**src/rtl/dmem_pkg.sv**
```systemverilog
// Shared types and helpers for the stalling data memory.
package dmem_pkg;

   typedef enum logic [1:0] {IDLE, WAIT, DONE} dmem_state_t;

   typedef enum logic {OP_RD, OP_WR} dmem_op_t;

   // Counter width able to hold the latency value.
   function automatic int unsigned cnt_width(input int unsigned lat);
      return $clog2(lat + 1);
   endfunction

endpackage

```
**src/rtl/dmem_array.sv**
```systemverilog
// Storage for dmem_stall: NWORDS x NBITS, combinational read, synchronous write.
module dmem_array #(
   parameter int unsigned NBITS  = 8,
   parameter int unsigned NWORDS = 16,
   parameter int unsigned IW     = $clog2(NWORDS)
) (
   input  logic             clock,
   input  logic             i_we,
   input  logic [IW-1:0]    i_idx,
   input  logic [NBITS-1:0] i_wdata,
   output logic [NBITS-1:0] o_rdata
);

   logic [NBITS-1:0] r_mem [NWORDS];

   always_ff @(posedge clock) begin
      if (i_we) begin
         r_mem[i_idx] <= i_wdata;
      end
   end

   assign o_rdata = r_mem[i_idx];

endmodule

```
**src/rtl/dmem_stall.sv**
```systemverilog
// Multi-cycle data memory that stalls the controller for LAT cycles per access.
// Define DMEM_LASTHIT_EN to add a one-entry last-access buffer for zero-wait read hits.
module dmem_stall
   import dmem_pkg::*;
#(
   parameter int unsigned NBITS  = 8,
   parameter int unsigned NWORDS = 16,
   parameter int unsigned LAT    = 3
) (
   input  logic             clock,
   input  logic             reset,
   input  logic             MemRead,
   input  logic             MemWrite,
   input  logic [NBITS-1:0] addr,
   input  logic [NBITS-1:0] wdata,
   output logic [NBITS-1:0] rdata,
   output logic             busy,
   output logic             valid
);

   localparam int unsigned CW = cnt_width(LAT);
   localparam int unsigned IW = $clog2(NWORDS);

   dmem_state_t      r_state, w_state_nxt;
   logic [CW-1:0]    r_cnt, w_cnt_nxt;
   dmem_op_t         r_op, w_op_nxt;
   logic             w_req;
   logic             w_we;
   logic [IW-1:0]    w_idx;
   logic [NBITS-1:0] w_arr_rdata;
   logic             w_unused_addr;

   assign w_req         = MemRead | MemWrite;
   assign w_idx         = addr[IW-1:0];
   assign w_unused_addr = ^addr[NBITS-1:IW];

`ifdef DMEM_LASTHIT_EN
   logic             r_hit_vld;
   logic [IW-1:0]    r_hit_idx;
   logic [NBITS-1:0] r_hit_data;
   logic             w_hit;

   assign w_hit = MemRead & ~MemWrite & r_hit_vld & (r_hit_idx == w_idx);

   always_ff @(posedge clock) begin
      if (reset) begin
         r_hit_vld  <= 1'b0;
         r_hit_idx  <= '0;
         r_hit_data <= '0;
      end else if (r_state == DONE) begin
         r_hit_vld  <= 1'b1;
         r_hit_idx  <= w_idx;
         r_hit_data <= (r_op == OP_WR) ? wdata : w_arr_rdata;
      end
   end
`endif

   always_ff @(posedge clock) begin
      if (reset) begin
         r_state <= IDLE;
         r_cnt   <= '0;
         r_op    <= OP_RD;
      end else begin
         r_state <= w_state_nxt;
         r_cnt   <= w_cnt_nxt;
         r_op    <= w_op_nxt;
      end
   end

   // IDLE with a request is the first busy cycle, so WAIT lasts LAT-1 cycles.
   always_comb begin
      w_state_nxt = r_state;
      w_cnt_nxt   = r_cnt;
      w_op_nxt    = r_op;
      busy        = 1'b0;
      valid       = 1'b0;
      rdata       = '0;
      w_we        = 1'b0;
      unique case (r_state)
         IDLE: begin
`ifdef DMEM_LASTHIT_EN
            if (w_hit) begin
               valid = 1'b1;
               rdata = r_hit_data;
            end else if (w_req) begin
`else
            if (w_req) begin
`endif
               busy        = 1'b1;
               w_op_nxt    = MemWrite ? OP_WR : OP_RD;
               w_cnt_nxt   = CW'(LAT - 1);
               w_state_nxt = (LAT == 1) ? DONE : WAIT;
            end
         end
         WAIT: begin
            busy = 1'b1;
            if (!w_req) begin
               w_state_nxt = IDLE;
            end else if (r_cnt == CW'(1)) begin
               w_state_nxt = DONE;
            end else begin
               w_cnt_nxt = r_cnt - CW'(1);
            end
         end
         DONE: begin
            valid       = 1'b1;
            w_state_nxt = IDLE;
            if (r_op == OP_RD) begin
               rdata = w_arr_rdata;
            end else begin
               w_we = 1'b1;
            end
         end
         default: w_state_nxt = IDLE;
      endcase
      // Reset wins over everything, including a write in DONE.
      if (reset) begin
         busy  = 1'b0;
         valid = 1'b0;
         rdata = '0;
         w_we  = 1'b0;
      end
   end

   dmem_array #(
      .NBITS  (NBITS),
      .NWORDS (NWORDS),
      .IW     (IW)
   ) u_array (
      .clock   (clock),
      .i_we    (w_we),
      .i_idx   (w_idx),
      .i_wdata (wdata),
      .o_rdata (w_arr_rdata)
   );

endmodule

```
**config.mk**
```make
export PLATFORM = sky130hd
export DESIGN_NAME = dmem_stall
export DESIGN_NICKNAME = d
export VERILOG_FILES = /design/src/rtl/dmem_pkg.sv /design/src/rtl/dmem_array.sv /design/src/rtl/dmem_stall.sv
export SDC_FILE = /design/constraint.sdc
export NUM_CORES = 1
export LEC_CHECK = 0
export BUFFER_PORTS_ARGS = -buffer_cell sky130_fd_sc_hd__buf_2
export CORE_MARGIN = 3
export CORE_UTILIZATION = 33
export DETAILED_ROUTE_END_ITERATION = 8
export GPL_ROUTABILITY_DRIVEN = 0
export PLACE_DENSITY_LB_ADDON = 0.12
export SYNTH_ARGS = -nofsm -noshare
export SYNTH_HDL_FRONTEND = slang
export SYNTH_SLANG_ARGS = --single-unit
```
**constraint.sdc**
```tcl
create_clock -name clock -period 3 [get_ports clock]
set_clock_uncertainty 0.2 [all_clocks]
set_input_delay 0.45 -clock clock [delete_from_list [all_inputs] [get_ports clock]]
set_output_delay 0.45 -clock clock [all_outputs]
set_load 0.02 [all_outputs]
```
## Word-level counts from Yosys, hierarchy flattened

Memory sizes are Yosys's and may differ from the RTL's.
Cells that the tools add are included.

| operators by class | value |
|---|---|
| $add $sub $neg | 1 |
| multiply operators | 0 |
| div/mod/pow operators | 0 |
| $lt $le $gt $ge | 0 |
| eq/ne operators | 7 |
| shift-type cells | 0 |
| multiplexer cells | 22 |
| bitwise logic cells | 1 |
| reduce and logical (&&, ||, !) cells | 5 |

Operators with widths:

| operator | count |
|---|---|
| 8-bit 2-to-1 mux | 3 |
| 2-bit 2-to-1 mux | 6 |
| 1-bit 2-to-1 mux | 10 |
| 2-bit one-hot mux with 2 select lines | 2 |
| 2-bit != test (second input constant) | 3 |
| 2-bit by 1-bit equality test with 1-bit output (second input constant) | 2 |
| 2-bit AND reduction | 2 |
| 4-bit AND reduction | 1 |
| 3-bit != test (second input constant) | 1 |
| 2-bit equality test (second input constant) | 1 |
| 2-bit zero test | 1 |
| 1-bit one-hot mux with 2 select lines | 1 |
| 2-bit nonzero test | 1 |
| 2-bit by 1-bit subtractor with 2-bit output (second input constant) | 1 |
| 1-bit OR | 1 |

| word-level totals | value |
|---|---|
| flip-flop bits (word level) | 5 |
| bits in latches | 0 |
| bits in writable memories | 128 |
| bits in read-only memories | 0 |
| bits of input ports | 20 |
| output and inout bits | 10 |
| memories kept | 1 |

Memories:

| memory | words | width | rd ports | clocked after Yosys merged registers in | wr ports | RTL line | source |
|---|---|---|---|---|---|---|---|
| u_array.r_mem | 16 | 8 | 1 | 0 | 1 | dmem_array.sv:14 | `logic [NBITS-1:0] r_mem [NWORDS];` |

## Logic depth before layout (Yosys ltp)

Gate-level depths: netlist (run 1).

| depth | value |
|---|---|
| depth after elaboration | 5 |
| depth in mapped cells | 6 |
| mapped depth without buffers | 6 |

## Modules after synthesis

A second synthesis (run 1) with hierarchy kept.

| second synthesis, totals | value |
|---|---|
| cell total of the unflattened synthesis | 259 |
| area, all modules | 5,217.5 um^2 |

Modules (own cells, without submodules):

| module | times used | cells each | area an instance (um^2) | seq. area each (um^2) |
|---|---|---|---|---|
| dmem_array | 1 | 222 | 4,907.2 | 3,843.7 |
| dmem_stall | 1 | 37 | 310.3 | 100.1 |

## Worst setup path before layout (run 1)

OpenSTA, ideal clock, no wires.

| timing | value |
|---|---|
| path type | input to register |
| from | in addr[0] |
| to | mem u_array.r_mem[0][0], enable pin |
| arrival | 2.035 ns |
| required time | 2.417 ns |
| path slack | 0.381 ns |
| stages on the path | 5 |
| cells stage by stage | buf_4 > buf_4 > buf_2 > or3_1 > nor3_1 |

RTL lines:

| item | RTL line | source |
|---|---|---|
| from (decl) | dmem_stall.sv:14 | `input logic [NBITS-1:0] addr,` |
| to (decl) | dmem_array.sv:14 |  |

No word-level cell before the write port.

## Worst setup path after layout (run 1)

| timing | value |
|---|---|
| from | in addr[1] |
| to | out rdata[0] |

| on the way | value |
|---|---|
| longest elaborated chain between the ends | 4 |

RTL lines:

| item | RTL line | source |
|---|---|---|
| memory 16 x 8 bit | -- |  |
| 8-bit 2-to-1 mux | dmem_stall.sv:108 | `if (r_op == OP_RD) begin` |
| 8-bit 2-to-1 mux | dmem_stall.sv:79 | `unique case (r_state)` |
| 8-bit 2-to-1 mux | dmem_stall.sv:117 | `if (reset) begin` |
| to (decl) | dmem_stall.sv:16 | `output logic [NBITS-1:0] rdata,` |

No other way between the ends.

==> impl_metrics.py, run 1 <==
metrics = {
    "critical_path": {
        "path_cells": "buf_2 > buf_12 > mux4_1 > mux2_2 > o21ai_1 > a21oi_1 > buf_2",
        "r2r-start": "r_state[1]",
        "slowest_delay_ns": 0.57,
        "cp-start-kind": "input pin",
        "crit_family": "multiplexers",
        "crit_path_end_kind": "primary output",
        "crit_type": "in -> out",
        "slowest_stage": "mux4_1",
        "startpoint": "addr[1]",
        "path_common_cell": "buf_2",
        "worst-endpoint-arrival_ns": 2.12,
        "cp_data_required_time_ns": 2.35,
        "critical_path.max_fanout": 22,
        "critPathBufInv": 3,
    },
    "floorplan": {
        "ios": 30,
        "core-area_um2": 15400,
        "initial_core_util_pct": 34.2,
        "row_count": 45,
        "design.die.area_um2": 17500,
        "die_h_um": 132,
        "die_width_um": 132,
    },
    "routing": {
        "drt_iter0_markers": 141,
        "postRouteAntennaNets": 0,
        "drc": 0,
        "routedWlPerCell_um": 20.5,
        "num_vias": 2535,
        "drt-total-wl_um": 10800,
        "drt_first_pass_iters": 6,
        "vias_per_cell": 4.78,
    },
    "clock_tree": {
        "cts_tree": "built",
        "numCtsBuffers": 17,
        "clk_pin_slew_ns": 0.06,
        "ctsLongestPathBuffers": 2,
        "clk_latency_ns": 0.41,
        "cts.repair.resized": 0,
        "cts_max_level": 4,
        "cts_root_buf": "clkbuf_16",
        "cts_hold_buf": 0,
        "cts_setup_buffers": 0,
        "cts.sinks": 133,
    },
    "power_and_ir_drop": {
        "vdd_drop_max_uv": 383,
        "power_density_nw_per_um2": 691,
        "leakagePower_nw": 2.13,
    },
    "timing": {
        "layout_setup_ws_ns": 0.234,
        "setup_tns_ns": 0,
        "finalSetupViolCount": 0,
        "tightest_slew_ns": 0.940,
        "slew_headroom_pct": 37.1,
        "drv_slew": 0,
        "final-hold-violation-count": 0,
        "rsz0062_at_grt": "false",
        "finalCritPeriodShare_pct": 92.2,
        "max_freq_mhz": 362,
        "final.min_clock_period_ns": 2.77,
    },
    "place": {
        "place_ws_ns": 0.221,
        "dp_hpwl_um": 6780,
        "placed_area_um2": 5760,
        "port-buffer-count": 25,
    },
    "synthesis": {
        "ys_warn_count": 0,
        "synth_top_family_by_area": "multiplexers",
        "synth_compound_area_share_pct": 2.23,
        "yosys.area_share.simple_pct": 3.61,
        "syn-instance-count": 253,
        "syn-mean-instance-area_um2": 20.8,
        "yosysUniqueCellTypes": 33,
        "syn_area_um2": 5270,
        "synth-xor-area-share_pct": 0,
        "synth.yosys.seq_area_share_pct": 74.8,
        "ys_ff_latch": 133,
        "muxShareOfSynthArea_pct": 17.5,
        "syn_nets": 274,
        "synth_fa_ha_area_share_pct": 0.237,
    },
    "global_routing": {
        "grt_pass1_vias": 2701,
        "grt_antenna_before_repair": 0,
        "grt_pass1_wl_um": 16800,
        "grt_remaining_overflow": 0,
        "grt_usage_pct": 13.3,
        "grt_start_max_net_pins": 29,
    },
    "flow_run": {
        "cap_violations": 0,
    },
    "cells_and_area": {
        "multi_input_area_um2": 1240,
        "finalInstanceArea_um2": 6400,
        "final_cell_mix": "128 x edfxtp_1, 25 x mux4_2, 25 x buf_2, 19 x buf_4",
        "fill_cells": 1408,
        "final_common_cell": "edfxtp_1",
        "register_area_um2": 3940,
        "layout.nets": 327,
        "layout-drive-gt1-share_pct": 34.8,
        "num_antenna_cells": 0,
        "areaGrowthSynthToFinish_pct": 21.3,
    },
    "hold_path": {
        "holdCritPathClass": "in -> reg",
        "min_from": "reset",
    },
    "outcome": {
        "status": "completed",
    },
}
==> cell usage after synthesis, drive strengths merged <==
cell type	count	share of area [%]
nand4	1	0.12
clkbuf	1	0.071
mux2i	8	1.5
a32oi	1	0.17
nor4b	1	0.17
o21ai	8	0.83
nand4b	2	0.33
nand2	5	0.36
o21ba	1	0.19
nand2b	2	0.24
a211oi	1	0.14
a22oi	1	0.14
a21oi	8	0.76
or3	1	0.12
buf	11	1.5
nor3b	2	0.38
edfxtp	128	73
nor2	17	1.2
nor2b	1	0.12
ha	1	0.24
mux4	32	14
nor3	6	0.57
dfxtp	5	1.9
mux2	8	1.8
inv	1	0.071
==> sequential cells by signal, summed over array words and instances, names as in the netlist <==
| register | cells |
|---|---|
| r_state | 2 |
| r_cnt | 2 |
| r_op | 1 |
| u_array.r_mem | 128 |
==> worst paths after layout <==
path / end / slack (ns) / depth (start not counted)
min: r_state[0] / 0.11 / 2
min reg2reg: r_cnt[1] / 0.27 / 2
max: rdata[0] / 0.23 / 7
max reg2reg: u_array.r_mem[7][4] / 0.61 / 3
==> worst register-to-register path, stage by stage (launching register included) <==
cell	delay (ns)
dfxtp_1	0.38
nor3b_2	0.42
nand4_1	0.25
nor2_1	0.77
==> cell families (layout without fill, tap and decap cells) <==
group           Yosys count  after routing
compound gates           20             20
fa+ha+maj                 1              1
buf+inv                  13             79
flops                   133            133
mux                      48             48
simple gates             38             38
==> per-layer routing <==
layer | global-route usage, % | share of wire [%] | vias to the layer above
met1 | 17.3 | 46 | 1336
met4 | 4.33 | 1.1 | 0
met3 | 4.39 | 2.6 | 7
met5 | 0 | 0 | -
met2 | 21.2 | 50 | 33
li1 | - | - | 1159
==> cell type report <==
| type | count | share of cell area, % |
|---|---|---|
| tap | 211 | 4.13 |
| inverter | 1 | 0.0587 |
| multi-input combinational | 107 | 19.4 |
| clock buffer | 17 | 6.65 |
| timing repair buffer | 46 | 4.81 |
| clock inverter | 15 | 3.29 |
| sequential | 133 | 61.7 |
==> power by group <==
group          total, W  switching [W]  internal, W
Sequential      0.00204     0.00000517      0.00204
Clock           0.00221       0.000750      0.00146
Combinational  0.000165      0.0000919    0.0000735
Total           0.00442       0.000847      0.00357
==> metrics by stage <==
step                utilization (%)  hold WS, ns  power [W]  std cells
floorplan                         -        0.235    0.00219        253
global placement               37.3        0.267    0.00225        498
detailed placement             37.3        0.276    0.00225        498
CTS                            41.5       0.0906    0.00447        530
global route                   41.5       0.0997    0.00457        530
finish                         41.5        0.106    0.00442        530
No activity file was read; power rests on OpenSTA's default activity.
==> run 2, diff against run 1 <==
- ABC_AREA: not set -> 1
- PLACE_DENSITY_LB_ADDON: 0.12 -> 0.05
==> run 2 against run 1 <==
- largest power group unchanged
- sequential share of layout area shrank 3.2 points
- critical path type unchanged
- power fell by 0.13%
- first-iteration DRC count grew 57%
==> impl_metrics.py, run 2 <==
metrics = {
    "floorplan": {
        "die_width_um": 137,
        "core-area_um2": 16600,
        "ios": 30,
        "design.die.area_um2": 18700,
        "row_count": 47,
        "die_h_um": 137,
        "initial_core_util_pct": 33.9,
    },
    "routing": {
        "postRouteAntennaNets": 0,
        "drt_iter0_markers": 221,
        "routedWlPerCell_um": 16.6,
        "drt-total-wl_um": 14000,
        "drc": 0,
        "drt_first_pass_iters": 4,
        "vias_per_cell": 4.44,
        "num_vias": 3753,
    },
    "synthesis": {
        "synth-edff-count": 128,
        "syn_nets": 587,
        "syn_area_um2": 5640,
        "syn-mean-instance-area_um2": 9.97,
        "synth.yosys.seq_area_share_pct": 69.9,
        "synth_top_area_share_pct": 68.1,
        "synth.most_common_cell": "nand2_1",
        "synth_largest_area_cell": "edfxtp_1",
        "ys_async_sr_fraction_pct": 0,
        "yosys-top-cells-area": "edfxtp_1 68%, nand2_1 23%, nor2_1 2.9%",
        "ys_warn_count": 0,
        "ys.flop_type": "edfxtp_1",
        "synthTopCellsByCount": "343 x nand2_1, 128 x edfxtp_1, 43 x nor2_1",
        "yosysUniqueCellTypes": 16,
        "syn-instance-count": 566,
        "ys_ff_latch": 133,
    },
    "timing": {
        "max_freq_mhz": 405,
        "final-hold-violation-count": 0,
        "final.min_clock_period_ns": 2.47,
        "drv_slew": 0,
        "finalSetupViolCount": 0,
        "slew_headroom_pct": 47.8,
        "rsz0062_at_grt": "false",
        "setup_tns_ns": 0,
        "finalCritPeriodShare_pct": 82.3,
        "tightest_slew_ns": 0.780,
    },
    "power_and_ir_drop": {
        "leakagePower_nw": 2.86,
        "vdd_drop_max_uv": 474,
        "power_density_nw_per_um2": 654,
    },
    "global_routing": {
        "grt_start_max_net_pins": 35,
        "grt_pass1_vias": 3606,
        "grt_pass1_wl_um": 21600,
        "grt_antenna_before_repair": 0,
        "grt_usage_pct": 16.2,
        "grt_remaining_overflow": 0,
    },
    "cells_and_area": {
        "finalInstanceArea_um2": 6750,
        "areaGrowthSynthToFinish_pct": 19.6,
        "biggestRegsByFlops": "u_array.r_mem: 128 flops, r_cnt: 2 flops, r_state: 2 flops",
        "num_antenna_cells": 0,
        "final_common_cell": "nand2_1",
        "final_cell_mix": "343 x nand2_1, 128 x edfxtp_1, 43 x nor2_1, 25 x buf_2, 22 x buf_4",
        "largest_reg_flops": 128,
        "layout.nets": 633,
        "layout-drive-gt1-share_pct": 13.6,
        "largest_register": "u_array.r_mem",
    },
    "clock_tree": {
        "numCtsBuffers": 17,
        "ctsLongestPathBuffers": 2,
        "clk_latency_ns": 0.41,
        "cts.repair.resized": 0,
        "cts.sinks": 133,
        "clk_pin_slew_ns": 0.05,
        "cts_root_buf": "clkbuf_16",
        "cts_setup_buffers": 0,
        "cts_max_level": 4,
        "cts_tree": "built",
        "cts_hold_buf": 0,
    },
    "place": {
        "dp_hpwl_um": 8590,
        "placed_area_um2": 6120,
        "port-buffer-count": 25,
    },
    "critical_path": {
        "cp_data_required_time_ns": 2.35,
        "cp-start-kind": "input pin",
        "crit_type": "in -> out",
        "worst-endpoint-arrival_ns": 1.82,
        "critical_path.max_fanout": 25,
        "crit_path_end_kind": "primary output",
    },
    "hold_path": {
        "holdCritPathClass": "in -> reg",
    },
    "flow_run": {
        "cap_violations": 0,
    },
    "outcome": {
        "status": "completed",
    },
}
run 2: cell types whose count changed in the layout (fill, tap and decap cells not counted), moves of 7 or more:
cell / before / now
mux2i_1: 8 / 0
mux2_2: 7 / 0
o21ai_1: 7 / 0
mux4_1: 7 / 0
nand2_1: 5 / 343
mux4_2: 25 / 0
nor2_1: 17 / 43
run 2: where the power goes:
group	internal (W)	switching [W]	total [W]
sequential	0.00204	0.00000240	0.00204
combinational	0.0000622	0.000170	0.000233
clock	0.00141	0.000726	0.00214
total	0.00352	0.000899	0.00442
run 2: kinds of logic (layout without fill, tap and decap cells):
family	Yosys count	count (layout)	share of synthesized area, %
buffers and inverters	34	93	2.99
DFF	133	133	69.9
and+or+nand+nor	393	393	26.4
adders and majority gates	1	1	0.222
AOI/OAI and AO/OA	5	5	0.510
run 2: layer usage:
layer	up-vias	part of all wire, %	global-route usage (%)
met4	0	2.0	6.55
met1	1743	51	23.7
met2	68	44	23.3
met3	15	3.4	3.42
met5	-	0	0
li1	1927	-	-
run 2: path summary, 6_finish.rpt:
kind              start                    to  slack, ns  cells past startpoint
max             addr[0]              rdata[0]       0.53                     11
min            MemWrite                  r_op       0.09                      3
max reg2reg  r_state[1]  u_array.r_mem[11][7]       0.61                      6
min reg2reg  r_state[0]            r_state[1]       0.31                      2
run 2: layout make-up:
type / count / area [um2]
clock buffers: 24 / 502
clock inverters: 8 / 121
fillers: 1623 / 9890
inverters: 12 / 45.0
multi-input cells: 399 / 1530
flip-flops and latches: 133 / 3940
well taps: 220 / 275
repair buffers: 49 / 330
run 2: stage by stage:
stage | utilization, % | hold slack, ns | setup slack [ns] | total power (W) | std cells
floorplan | - | 0.263 | 0.811 | 0.00221 | 566
global placement | 36.8 | 0.291 | 0.521 | 0.00231 | 813
detailed placement | 36.8 | 0.299 | 0.530 | 0.00232 | 813
CTS | 40.5 | 0.0731 | 0.526 | 0.00447 | 845
global route | 40.5 | 0.132 | 0.396 | 0.00458 | 845
finish | 40.5 | 0.0941 | 0.532 | 0.00442 | 845
run 2: critical path, cell delays in order:
cell and delay (ns):
buf_2 0.12, buf_4 0.30, nand2_1 0.09, nand2_1 0.08, nand2_1 0.05, nand2_1 0.09, nand2_1 0.05, nand2_1 0.11
nor2_1 0.06, nor2_1 0.19, buf_2 0.21
